$ cat config.mk
export PLATFORM = sky130hd
export DESIGN_NAME = writeback_unit_flat
export DESIGN_NICKNAME = d
export VERILOG_FILES = /design/src/rtl/writeback_unit_if.sv /design/src/rtl/writeback_unit.sv /design/src/flat_wrapper.sv
export SDC_FILE = /design/constraint.sdc
export NUM_CORES = 1
export LEC_CHECK = 0
export CORE_ASPECT_RATIO = 1.25
export CORE_MARGIN = 4
export CORE_UTILIZATION = 48
export DETAILED_ROUTE_END_ITERATION = 8
export PLACE_DENSITY = 0.82
export SLEW_MARGIN = 20
export SYNTH_ARGS = -nofsm -noshare
export SYNTH_HDL_FRONTEND = slang
export SYNTH_SLANG_ARGS = --single-unit
$ cat constraint.sdc
create_clock -name Clock -period 3 [get_ports Clock]
set_clock_uncertainty 0.15 [all_clocks]
set_input_delay 0.6 -clock Clock [delete_from_list [all_inputs] [get_ports Clock]]
set_output_delay 0.6 -clock Clock [all_outputs]
set_load 0.02 [all_outputs]
$ cat src/rtl/writeback_unit_if.sv
// Producer-side bundle for writeback_unit: ALU and long-latency result channels,
// issue channel, hazard query, register-file write port and scoreboard.
//   slave  : seen by writeback_unit (accepts results, drives write port)
//   master : seen by the producers / register file side
interface writeback_unit_if #(
    parameter int unsigned WIDTH = 32,
    parameter int unsigned ADDR  = 5
);
    localparam int unsigned NREG = 2 ** ADDR;

    logic              A_Valid;
    logic              A_Ready;
    logic [ADDR-1:0]   A_Dest;
    logic [WIDTH-1:0]  A_Data;

    logic              L_Valid;
    logic              L_Ready;
    logic [ADDR-1:0]   L_Dest;
    logic [WIDTH-1:0]  L_Data;

    logic              Issue_Valid;
    logic              Issue_Ready;
    logic [ADDR-1:0]   Issue_Dest;

    logic [ADDR-1:0]   Read_Register1;
    logic [ADDR-1:0]   Read_Register2;
    logic              Busy1;
    logic              Busy2;

    logic              Reg_Write;
    logic [ADDR-1:0]   Write_Register;
    logic [WIDTH-1:0]  Write_Data;
    logic [NREG-1:0]   Pending;

    modport slave (
        input  A_Valid, A_Dest, A_Data,
        input  L_Valid, L_Dest, L_Data,
        input  Issue_Valid, Issue_Dest,
        input  Read_Register1, Read_Register2,
        output A_Ready, L_Ready, Issue_Ready,
        output Busy1, Busy2,
        output Reg_Write, Write_Register, Write_Data, Pending
    );

    modport master (
        output A_Valid, A_Dest, A_Data,
        output L_Valid, L_Dest, L_Data,
        output Issue_Valid, Issue_Dest,
        output Read_Register1, Read_Register2,
        input  A_Ready, L_Ready, Issue_Ready,
        input  Busy1, Busy2,
        input  Reg_Write, Write_Register, Write_Data, Pending
    );
endinterface

$ cat src/rtl/writeback_unit.sv
// Register-file write-side master. Merges single-cycle ALU results (priority)
// with long-latency results buffered in a DEPTH-entry FIFO onto one write port,
// and tracks registers still owed a long-latency result in a pending scoreboard.
// Ports:
//   Clock   : rising-edge clock shared with the register file
//   Reset_n : asynchronous active-low reset
//   bus     : writeback_unit_if.slave (result/issue handshakes, hazard query,
//             Reg_Write/Write_Register/Write_Data write port, Pending)
module writeback_unit #(
    parameter int unsigned WIDTH = 32,
    parameter int unsigned ADDR  = 5,
    parameter int unsigned DEPTH = 4
) (
    input  logic                  Clock,
    input  logic                  Reset_n,
    writeback_unit_if.slave       bus
);
    localparam int unsigned NREG  = 2 ** ADDR;
    localparam int unsigned PTR_W = $clog2(DEPTH);
    localparam int unsigned CNT_W = $clog2(DEPTH + 1);

    logic [ADDR-1:0]  fifo_dest [DEPTH];
    logic [WIDTH-1:0] fifo_data [DEPTH];
    logic [PTR_W-1:0] wr_ptr;
    logic [PTR_W-1:0] rd_ptr;
    logic [CNT_W-1:0] count;

    logic             reg_write_q;
    logic [ADDR-1:0]  write_register_q;
    logic [WIDTH-1:0] write_data_q;
    logic             src_l_q;
    logic [NREG-1:0]  pending_q;
    logic [NREG-1:0]  pending_nxt;

    logic l_ready;
    logic a_ready;
    logic issue_ready;
    logic a_fire;
    logic l_fire;
    logic issue_fire;
    logic pop;

    // Handshake readiness: FIFO space gates both producers; WAW guard on the ALU
    always_comb begin
        l_ready     = (count < CNT_W'(DEPTH));
        a_ready     = l_ready && ((bus.A_Dest == '0) || !pending_q[bus.A_Dest]);
        issue_ready = !pending_q[bus.Issue_Dest];
        a_fire      = bus.A_Valid && a_ready;
        l_fire      = bus.L_Valid && l_ready;
        issue_fire  = bus.Issue_Valid && issue_ready;
        pop         = !a_fire && (count != '0);
    end

    // Scoreboard: clear on the commit edge of an L-sourced write, set on issue
    always_comb begin
        pending_nxt = pending_q;
        if (reg_write_q && src_l_q) begin
            pending_nxt[write_register_q] = 1'b0;
        end
        if (issue_fire && (bus.Issue_Dest != '0)) begin
            pending_nxt[bus.Issue_Dest] = 1'b1;
        end
        pending_nxt[0] = 1'b0;
    end

    // FIFO storage needs no reset; validity is carried by count
    always_ff @(posedge Clock) begin
        if (l_fire) begin
            fifo_dest[wr_ptr] <= bus.L_Dest;
            fifo_data[wr_ptr] <= bus.L_Data;
        end
    end

    // FIFO pointers/count, write-port arbitration and scoreboard state
    always_ff @(posedge Clock or negedge Reset_n) begin
        if (!Reset_n) begin
            wr_ptr           <= '0;
            rd_ptr           <= '0;
            count            <= '0;
            reg_write_q      <= 1'b0;
            write_register_q <= '0;
            write_data_q     <= '0;
            src_l_q          <= 1'b0;
            pending_q        <= '0;
        end else begin
            if (l_fire) begin
                wr_ptr <= wr_ptr + PTR_W'(1);
            end
            if (pop) begin
                rd_ptr <= rd_ptr + PTR_W'(1);
            end
            case ({l_fire, pop})
                2'b10:   count <= count + CNT_W'(1);
                2'b01:   count <= count - CNT_W'(1);
                default: count <= count;
            endcase

            // Register 0 slots are consumed but never enable the write
            if (a_fire) begin
                reg_write_q      <= (bus.A_Dest != '0);
                write_register_q <= bus.A_Dest;
                write_data_q     <= bus.A_Data;
                src_l_q          <= 1'b0;
            end else if (pop) begin
                reg_write_q      <= (fifo_dest[rd_ptr] != '0);
                write_register_q <= fifo_dest[rd_ptr];
                write_data_q     <= fifo_data[rd_ptr];
                src_l_q          <= 1'b1;
            end else begin
                reg_write_q      <= 1'b0;
                src_l_q          <= 1'b0;
            end

            pending_q <= pending_nxt;
        end
    end

    assign bus.L_Ready        = l_ready;
    assign bus.A_Ready        = a_ready;
    assign bus.Issue_Ready    = issue_ready;
    assign bus.Busy1          = pending_q[bus.Read_Register1];
    assign bus.Busy2          = pending_q[bus.Read_Register2];
    assign bus.Reg_Write      = reg_write_q;
    assign bus.Write_Register = write_register_q;
    assign bus.Write_Data     = write_data_q;
    assign bus.Pending        = pending_q;
endmodule

$ cat src/flat_wrapper.sv
// flat-port wrapper written by rule: the top's interface ports become plain ports
module writeback_unit_flat 
#(
    parameter int unsigned WIDTH = 32,
    parameter int unsigned ADDR  = 5,
    parameter int unsigned DEPTH = 4
)
  (Clock, Reset_n, bus_A_Valid, bus_A_Dest, bus_A_Data, bus_L_Valid, bus_L_Dest, bus_L_Data, bus_Issue_Valid, bus_Issue_Dest, bus_Read_Register1, bus_Read_Register2, bus_A_Ready, bus_L_Ready, bus_Issue_Ready, bus_Busy1, bus_Busy2, bus_Reg_Write, bus_Write_Register, bus_Write_Data, bus_Pending);
  writeback_unit_if #(.WIDTH(WIDTH), .ADDR(ADDR)) bus_i ();
  input  logic Clock;
  input  logic Reset_n;
  input wire logic [$bits(bus_i.A_Valid)-1:0] bus_A_Valid;
  input wire logic [$bits(bus_i.A_Dest)-1:0] bus_A_Dest;
  input wire logic [$bits(bus_i.A_Data)-1:0] bus_A_Data;
  input wire logic [$bits(bus_i.L_Valid)-1:0] bus_L_Valid;
  input wire logic [$bits(bus_i.L_Dest)-1:0] bus_L_Dest;
  input wire logic [$bits(bus_i.L_Data)-1:0] bus_L_Data;
  input wire logic [$bits(bus_i.Issue_Valid)-1:0] bus_Issue_Valid;
  input wire logic [$bits(bus_i.Issue_Dest)-1:0] bus_Issue_Dest;
  input wire logic [$bits(bus_i.Read_Register1)-1:0] bus_Read_Register1;
  input wire logic [$bits(bus_i.Read_Register2)-1:0] bus_Read_Register2;
  output wire logic [$bits(bus_i.A_Ready)-1:0] bus_A_Ready;
  output wire logic [$bits(bus_i.L_Ready)-1:0] bus_L_Ready;
  output wire logic [$bits(bus_i.Issue_Ready)-1:0] bus_Issue_Ready;
  output wire logic [$bits(bus_i.Busy1)-1:0] bus_Busy1;
  output wire logic [$bits(bus_i.Busy2)-1:0] bus_Busy2;
  output wire logic [$bits(bus_i.Reg_Write)-1:0] bus_Reg_Write;
  output wire logic [$bits(bus_i.Write_Register)-1:0] bus_Write_Register;
  output wire logic [$bits(bus_i.Write_Data)-1:0] bus_Write_Data;
  output wire logic [$bits(bus_i.Pending)-1:0] bus_Pending;
  assign bus_i.A_Valid = bus_A_Valid;
  assign bus_i.A_Dest = bus_A_Dest;
  assign bus_i.A_Data = bus_A_Data;
  assign bus_i.L_Valid = bus_L_Valid;
  assign bus_i.L_Dest = bus_L_Dest;
  assign bus_i.L_Data = bus_L_Data;
  assign bus_i.Issue_Valid = bus_Issue_Valid;
  assign bus_i.Issue_Dest = bus_Issue_Dest;
  assign bus_i.Read_Register1 = bus_Read_Register1;
  assign bus_i.Read_Register2 = bus_Read_Register2;
  assign bus_A_Ready = bus_i.A_Ready;
  assign bus_L_Ready = bus_i.L_Ready;
  assign bus_Issue_Ready = bus_i.Issue_Ready;
  assign bus_Busy1 = bus_i.Busy1;
  assign bus_Busy2 = bus_i.Busy2;
  assign bus_Reg_Write = bus_i.Reg_Write;
  assign bus_Write_Register = bus_i.Write_Register;
  assign bus_Write_Data = bus_i.Write_Data;
  assign bus_Pending = bus_i.Pending;
  writeback_unit #(.WIDTH(WIDTH), .ADDR(ADDR), .DEPTH(DEPTH)) u_core (.Clock(Clock), .Reset_n(Reset_n), .bus(bus_i));
endmodule
==> results_dict.tcl <==
set metrics [dict create \
    status "finished, violations left" \
    violations "negative setup slack" \
    clock_path_buffers 3 \
    synth_top_area_cell "edfxtp_1" \
    rsz0062_at_grt "true" \
    syn-num-nets 718 \
    slew_viol_final 0 \
    avgSynthCellArea_sq_um 16.1 \
    dp_hpwl_mm 17.5 \
    swShare_pct 34.5 \
    synthSimpleGateAreaFrac_pct 5.24 \
    criticalPathCategory "register to output port" \
    coreArea_sq_um 20200 \
    die_x_microns 137 \
    synth-async-reset-ratio_pct 34.2 \
    drtIter0Drc 698 \
    clk_latency_ns 0.50 \
    tns_ns -0.237 \
    gp_congestion 0.977 \
    htree_num_levels 1 \
    layoutNonFillerInstCount 1143 \
    cts.sinks 225 \
    synth_compound_area_share_pct 6.42 \
    synth_top_family_by_area "multiplexers" \
    drive_gt1_share_pct 28.4 \
    port_buffers 167 \
    crit_fanout 6 \
    arrival_ns 2.33 \
    syn_area_sq_um 9930 \
    ys_top_cells_by_area "edfxtp_1 (45%), dfrtp_1 (19%), mux4_2 (15%), mux2i_1 (4.0%), o21ai_0 (3.4%)" \
    grt_max_degree 40 \
    ys.flop_type "edfxtp_1" \
    p_int_mw 8.79 \
    ys_types 50 \
    syn_to_final_growth_pct 34.7 \
    startpoint_type "register" \
    root_buffer "clkbuf_16" \
    hold_path_class "register to register" \
    vias_per_cell 5.80 \
    yosysTopAreaCellShare_pct 44.8 \
    worst_pin_slew_ns 0.720 \
    drc 0 \
    fmax_mhz 325 \
    ios 169 \
    clkPwrFrac_pct 20.8 \
    yosys.area_share.xor_xnor_pct 0.529 \
    final_util_pct 66.0 \
    synth_enable_flop_cells 148 \
    grt_use_total_pct 21.9 \
    ant_nets 0 \
    power.density_nw_per_um2 1000 \
    die_h_microns 169 \
    period_minus_slack_ns 3.08 \
    p_seq_share_pct 37.9 \
    p_sw_mw 4.62 \
    vias 6625 \
    ir_worst_vdd_v 0.000864 \
    slew_headroom_pct 52.0 \
    start_util_pct 49.0 \
    cp-end-kind "output port" \
    period_share_pct 103 \
    finalWorstSetupSlack_ns -0.0809 \
    antenna_found_initial 0 \
    grt_pass1_wl_mm 39.0 \
    grt_pass1_vias 6916 \
    worstPathRequired_ns 2.25 \
    nets 957 \
    final_common_cell "clkdlybuf4s50_1" \
    die_area_sq_um 23100 \
    n_antenna_cell 0 \
    hold_violations 0 \
    cts_tree "built" \
    mostFrequentLayoutCells "clkdlybuf4s50_1 (154), edfxtp_1 (148), buf_4 (74), o21ai_0 (68), mux4_2 (67)" \
    dp_cells 1092 \
    p_leak_nw 4.76 \
    cap_violations 0 \
    combPwrFrac_pct 41.3 \
    synthMuxAreaShare_pct 20.6 \
    ys_seq_area_share_pct 64.2 \
    path_clk_slew_ns 0.06 \
    drt_first_pass_iters 5 \
    synth_seq_cells 225 \
    grt_overflow_total 0 \
    fill_cells 1372 \
    drt_wl_total_mm 25.2 \
    setup_viol 3 \
    synthCells 618 \
    wire_per_inst_microns 22.0 \
    synth_adder_area_share_pct 0.832 \
    synth-warning-count 0 \
    rows 58 \
    numCtsBuffers 22 \
]
-- stage by stage --
stage,total power [mW],cell area [sq um],setup slack [ns],hold WS (ns)
3_5_place_dp,10.5,12500,-0.815,0.363
4_1_cts,13.4,13300,-0.0787,0.378
3_3_place_gp,10.4,12500,-0.798,0.352
2_1_floorplan,7.90,9970,0.00364,0.154
6_report,13.4,13400,-0.0809,0.373
5_1_grt,14.1,13400,-0.152,0.409
-- path summary, 6_finish.rpt --
path	endpoint	slack [ns]	cells after the start	from
worst min-delay path	u_core.count[0]	0.37	1	u_core.count[0]
worst min register to register	u_core.count[0]	0.37	1	u_core.count[0]
max in group asynchronous	u_core.bus.Pending[23]	1.55	3	Reset_n
worst max register to register	u_core.bus.Write_Data[16]	0.15	10	u_core.bus.Pending[19]
min in group asynchronous	u_core.src_l_q	0.50	2	Reset_n
worst max-delay path	bus_Busy2	-0.08	4	u_core.bus.Pending[13]
-- power groups by stage --
stage / logic (mW) / registers [mW] / clock network, mW
after floorplan: 2.66 / 5.25 / 0
after global placement: 5.31 / 5.05 / 0
after detailed placement: 5.41 / 5.09 / 0
after CTS: 5.53 / 5.06 / 2.84
after global routing: 5.94 / 5.17 / 2.98
final: 5.54 / 5.09 / 2.79
-- critical path, cell delays in order, from the launching register on --
cell and delay [ns]:
dfrtp_2 0.47, mux4_2 0.46, mux4_2 0.48, mux2_4 0.29
buf_6 0.13
-- cells by family after synthesis --
kind of cell,Yosys count
other,1
buffers and inverters,49
and+or+nand+nor,102
adders and majority gates,6
muxes,115
AOI/OAI and AO/OA,114
xor gates and xnor gates,6
DFF,225
-- final cells by class --
cell class / instances / area (sq um) / share of cell area, %
clock inverter: 11 / 150 / 1.12
multi-input combinational: 344 / 3380 / 25.3
tap: 270 / 338 / 2.53
timing repair buffer: 252 / 2460 / 18.4
sequential: 225 / 6400 / 47.9
clock buffer: 29 / 597 / 4.46
inverter: 12 / 45.0 / 0.337
-- Yosys cell counts (2+ instances only) --
library cell    n
xor2_1          3
mux4_1          5
o21ai_2         6
dfrtp_1        77
buf_4           5
nand2_1        50
inv_1          12
a21oi_1         2
o21ai_0        68
mux4_2         64
buf_2           5
o21a_1          2
or3_1           3
and2_1          4
nand3b_1        7
o21ai_1        28
nor3_1          2
nand2b_1        2
o22ai_1         2
xnor2_1         3
ha_1            5
nand4b_1        2
nand3_1         6
mux2_2          6
nor2b_1         3
nor2_1          9
mux2i_1        40
edfxtp_1      148
nand4_1         3
or3b_2          3
clkbuf_1       24
-- sequential cells by signal, summed over array words and instances, names as in the netlist, 2 cells and up --
signal / cells
u_core.rd_ptr: 2
u_core.bus.Write_Register: 5
u_core.fifo_data: 128
u_core.fifo_dest: 20
u_core.count: 3
u_core.bus.Pending: 31
u_core.wr_ptr: 2
u_core.bus.Write_Data: 32
-- per-layer routing --
layer	global-route usage, %	share of wire (%)	vias up
li1	-	-	2895
met1	27.7	37	3300
met2	36.2	50	354
met3	5.68	9.3	76
met4	8.86	4.1	0
met5	0	0	-
-- repair_timing --
item	CTS	global route
gates resized for setup	62	12
pin swaps	0	4
cloned	2	0
setup endpoints to repair	10	4
hold endpoints to repair	38	0
hold buffers	1	0
setup buffers	6	2
No activity file was read; power rests on OpenSTA's default activity.
